File: src/rtl/io_input_conditioner.sv
// io_input_conditioner
// Synchronizes, debounces and polarity-normalises the board switches and
// pushbuttons. It also produces one-cycle press, release and switch-change
// pulses. Switches and buttons share one internal vector: switches occupy
// the low N_SW bits and buttons the high N_BTN bits.
module io_input_conditioner #(
    parameter int N_SW            = 32,
    parameter int N_BTN           = 4,
    parameter int DEBOUNCE_CYCLES = 500000,
    parameter bit BTN_ACTIVE_LOW  = 1'b1
) (
    input  logic             i_clk,
    input  logic             i_rst,
    input  logic [N_SW-1:0]  i_sw_raw,
    input  logic [N_BTN-1:0] i_btn_raw,
    output logic [N_SW-1:0]  o_io_sw,
    output logic [N_BTN-1:0] o_io_btn,
    output logic [N_BTN-1:0] o_btn_press,
    output logic [N_BTN-1:0] o_btn_release,
    output logic             o_sw_change
);

    localparam int N  = N_SW + N_BTN;
    localparam int CW = $clog2(DEBOUNCE_CYCLES + 1);
    // The count stops at this value, so the counter can never wrap.
    localparam logic [CW-1:0] CNT_LAST = CW'(DEBOUNCE_CYCLES - 1);

    logic [N-1:0]     raw_norm;
    logic [N-1:0]     sync1;
    logic [N-1:0]     sync2;
    logic [N-1:0]     stable;
    logic [N-1:0]     upd;
    logic [CW-1:0]    cnt [N];
    logic [N_BTN-1:0] press_q;
    logic [N_BTN-1:0] release_q;
    logic             sw_change_q;

    // The button inversion sits before the synchronizer, so everything
    // downstream of sync1 is active-high.
    assign raw_norm = {(BTN_ACTIVE_LOW ? ~i_btn_raw : i_btn_raw), i_sw_raw};

    // A bit accepts its new level when it disagrees with stable and has
    // already disagreed for DEBOUNCE_CYCLES-1 consecutive samples.
    always_comb begin
        upd = '0;
        for (int i = 0; i < N; i++) begin
            upd[i] = (sync2[i] != stable[i]) && (cnt[i] == CNT_LAST);
        end
    end

    // Synchronizer, per-bit debounce counters, stable levels and edge pulses.
    always_ff @(posedge i_clk) begin
        if (i_rst) begin
            sync1       <= '0;
            sync2       <= '0;
            stable      <= '0;
            press_q     <= '0;
            release_q   <= '0;
            sw_change_q <= 1'b0;
            for (int i = 0; i < N; i++) begin
                cnt[i] <= '0;
            end
        end else begin
            sync1 <= raw_norm;
            sync2 <= sync1;
            for (int i = 0; i < N; i++) begin
                if (sync2[i] == stable[i]) begin
                    cnt[i] <= '0;
                end else if (upd[i]) begin
                    stable[i] <= sync2[i];
                    cnt[i]    <= '0;
                end else begin
                    cnt[i] <= cnt[i] + CW'(1);
                end
            end
            press_q     <= upd[N-1:N_SW] & sync2[N-1:N_SW];
            release_q   <= upd[N-1:N_SW] & ~sync2[N-1:N_SW];
            sw_change_q <= |upd[N_SW-1:0];
        end
    end

    assign o_io_sw       = stable[N_SW-1:0];
    assign o_io_btn      = stable[N-1:N_SW];
    assign o_btn_press   = press_q;
    assign o_btn_release = release_q;
    assign o_sw_change   = sw_change_q;

endmodule

File: config.mk
export PLATFORM = sky130hd
export DESIGN_NAME = io_input_conditioner
export DESIGN_NICKNAME = d
export VERILOG_FILES = /design/src/rtl/io_input_conditioner.sv
export SDC_FILE = /design/constraint.sdc
export NUM_CORES = 2
export LEC_CHECK = 0
export ABC_AREA = 0
export CORE_UTILIZATION = 50
export CTS_CLUSTER_DIAMETER = 40
export CTS_CLUSTER_SIZE = 20
export DETAILED_ROUTE_END_ITERATION = 6
export PLACE_DENSITY = 0.73
export RECOVER_POWER = 100
export SYNTH_ARGS = -nofsm -noshare
export SYNTH_HDL_FRONTEND = slang
export SYNTH_SLANG_ARGS = --single-unit
File: constraint.sdc
create_clock -name i_clk -period 2.76 [get_ports i_clk]
set_input_delay 0.414 -clock i_clk [delete_from_list [all_inputs] [get_ports i_clk]]
set_output_delay 0.414 -clock i_clk [all_outputs]
set_load 0.005 [all_outputs]
==> results.json <==
{
  "leakage_nw": 17.4,
  "h-tree-depth": 3,
  "core.rowCount": 103,
  "grt_overflow_total": 0,
  "critPathKind": "reg2reg",
  "synth_flop_cell": "edfxtp_1",
  "fillers": 6500,
  "fin_crit_sh": 0.923,
  "setup_viol": 0,
  "worst_pin_slew_ps": 1430,
  "syn_inst": 3757,
  "numCtsBuffers": 121,
  "vias_per_cell": 4.81,
  "initial_core_util": 0.506,
  "synthArstFlopShare": 0,
  "p_per_area_mw_per_mm2": 633,
  "holdWs_ps": 100,
  "grt_pass1_vias": 27000,
  "crit_path_cell_trace": "or4b_1, or4b_1, nor2_1, or3_1, clkbuf_2, nor2_1",
  "antenna_found_initial": 2,
  "cts_tree": "built",
  "vias": 27700,
  "clock_skew_ps": 31.1,
  "finalCriticalPeriod_ps": 2550,
  "ys_seq_area_frac": 0.573,
  "max_freq_ghz": 0.393,
  "hold_path.class": "in2reg",
  "clock-root-buffer": "clkbuf_16",
  "synth-seq-cells": 801,
  "grt_setup_unrepaired": "no",
  "wirelength_mm": 72.3,
  "dieArea_mm2": 0.0811,
  "startpoint_type": "register",
  "grt_pass1_wl_mm": 124,
  "path_clk_slew_ps": 60,
  "drive_above_1_share": 0.0545,
  "avgSynthCellArea_um2": 10.6,
  "coreArea_mm2": 0.0790,
  "ctsResizeCount": 0,
  "synth_edf_count": 684,
  "cp.arrival_ps": 2990,
  "yosysUniqueCellTypes": 58,
  "yosysWarnings": 0,
  "gp_congestion": 0.803,
  "final_antenna_net_count": 0,
  "track_usage": 0.182,
  "cp_slowest_stage_delay_ps": 570,
  "hpwl_mm": 50.4,
  "critPathMaxFanout": 8,
  "final_nets": 4663,
  "wl_per_cell_um": 12.6,
  "postCtsSetupBuffers": 0,
  "status": "completed",
  "drc": 0,
  "worstSetupEndpointType": "register",
  "clock_latency_ps": 690,
  "clkSinkCount": 801,
  "tns_ps": 0,
  "die_h_um": 285,
  "peakVddDrop_mv": 0.512,
  "hold_viol_final": 0,
  "dr.pass1.iters": 5,
  "slew_headroom": 0.0487,
  "io_buffers": 82,
  "n_antenna_cell": 0,
  "cts.path.max_buffers": 3,
  "pin_count": 83,
  "drv_slew": 0,
  "critPathRequiredTime_ps": 3200,
  "drtIter0Drc": 1350,
  "hold_buffers": 0,
  "grt_max_degree": 30,
  "die_w_um": 285,
  "netlist_area_mm2": 0.0400,
  "syn_to_final_growth_pct": 22.0,
  "drv_cap": 0,
  "critPathSlowestCell": "or4b_1"
}
-- cells in the final DEF, fill, tap and decap left out, types with 43 or more instances in the layout --
master         instances
a21oi_1               52
and3_1                78
and4_1                43
clkbuf_16            122
conb_1               684
dfxtp_1              117
dlygate4sd3_1         50
edfxtp_1             684
inv_1                 63
nand2_1              262
nand3_1              254
nand4_1              145
nor2_1               851
nor2b_1               78
nor3_1                83
o21ai_0               50
or3_1                 62
xnor2_1              255
xor2_1               358
-- kinds of logic after synthesis --
family	count (synthesis)	share of synthesized area
AO/OA/AOI/OAI	112	0.0154
XOR/XNOR	613	0.134
adder cells (fa/ha/maj)	36	0.0113
buffers and inverters	153	0.0158
flip-flops	801	0.573
multiplexers	19	0.00476
other	1	0.0000938
AND/OR/NAND/NOR	2022	0.246
-- critical path, delay by kind of cell (launching register included) --
kind / cells / cell delay, ps
AND/OR/NAND/NOR: 5 / 1620
flip-flops: 1 / 420
buffers and inverters: 1 / 250
-- state kept, by name, summed over array words and instances, names as in the netlist --
register       count
o_sw_change        1
o_btn_press        4
sync2             36
o_btn_release      4
cnt              684
stable            36
sync1             36
-- area by class of cell --
class	instances	area, um^2	area share
Timing Repair Buffer	116	1010	0.0206
Inverter	63	236	0.00485
Clock inverter	83	1050	0.0216
Tap cell	1050	1310	0.0269
Multi-Input combinational cell	3486	19000	0.390
Clock buffer	149	3260	0.0670
Sequential cell	801	22900	0.469
-- cell usage after synthesis, drive strengths merged, types with 2 or more instances --
cell type | instances | area, um^2
nor2 | 851 | 3190
edfxtp | 684 | 20500
xor2 | 358 | 3140
nand2 | 263 | 990
xnor2 | 255 | 2230
nand3 | 254 | 1270
nand4 | 145 | 907
dfxtp | 117 | 2340
nor3 | 85 | 435
and3 | 79 | 495
nor2b | 78 | 488
inv | 63 | 236
clkbuf | 62 | 233
or3 | 62 | 388
a21oi | 52 | 260
o21ai | 50 | 250
and4 | 44 | 388
nor4b | 37 | 324
ha | 36 | 450
nor4 | 30 | 188
buf | 28 | 161
nor4bb | 23 | 230
mux2i | 19 | 190
and2 | 18 | 113
or2 | 13 | 81.3
nand2b | 9 | 56.3
or4b | 8 | 83.8
nor3b | 7 | 52.6
or4 | 7 | 56.3
nand3b | 2 | 15.0
nand4b | 2 | 17.5
o32ai | 2 | 17.5
or3b | 2 | 17.5
-- through the flow --
stage	util	setup WS [ps]	power [mW]	cells	cell area (um^2)
6_report	0.617	213	30.9	5748	48800
3_5_place_dp	0.564	318	15.3	5516	44600
5_1_grt	0.617	84.7	32.0	5748	48800
2_1_floorplan	-	527	15.0	4440	42500
4_1_cts	0.619	301	31.2	5748	48900
3_3_place_gp	0.564	352	15.3	5516	44600
-- path summary, 6_finish.rpt --
| kind | startpoint | to | slack (ps) | cells past startpoint |
|---|---|---|---|---|
| worst max-delay path | cnt[3][69] | cnt[3][68] | 210 | 6 |
| worst min-delay path | i_rst | sync2[21] | 100 | 2 |
| worst max register to register | cnt[3][69] | cnt[3][68] | 210 | 6 |
| worst min register to register | sync1[19] | sync2[19] | 430 | 1 |
-- routing by layer --
layer / part of all wire / wire (um) / track usage
met5: 0 / 0 / 0
met3: 0.047 / 3410 / 0.0363
met2: 0.47 / 34300 / 0.302
met4: 0.022 / 1580 / 0.0566
met1: 0.46 / 33000 / 0.239
-- power breakdown --
part | switching [mW] | leakage (nW) | internal, mW | total (mW)
Clock | 5.85 | 2.06 | 9.95 | 15.8
Combinational | 0.553 | 7.32 | 0.408 | 0.961
Sequential | 0.488 | 8.01 | 13.6 | 14.1
Power figures use the tool's default switching activity.
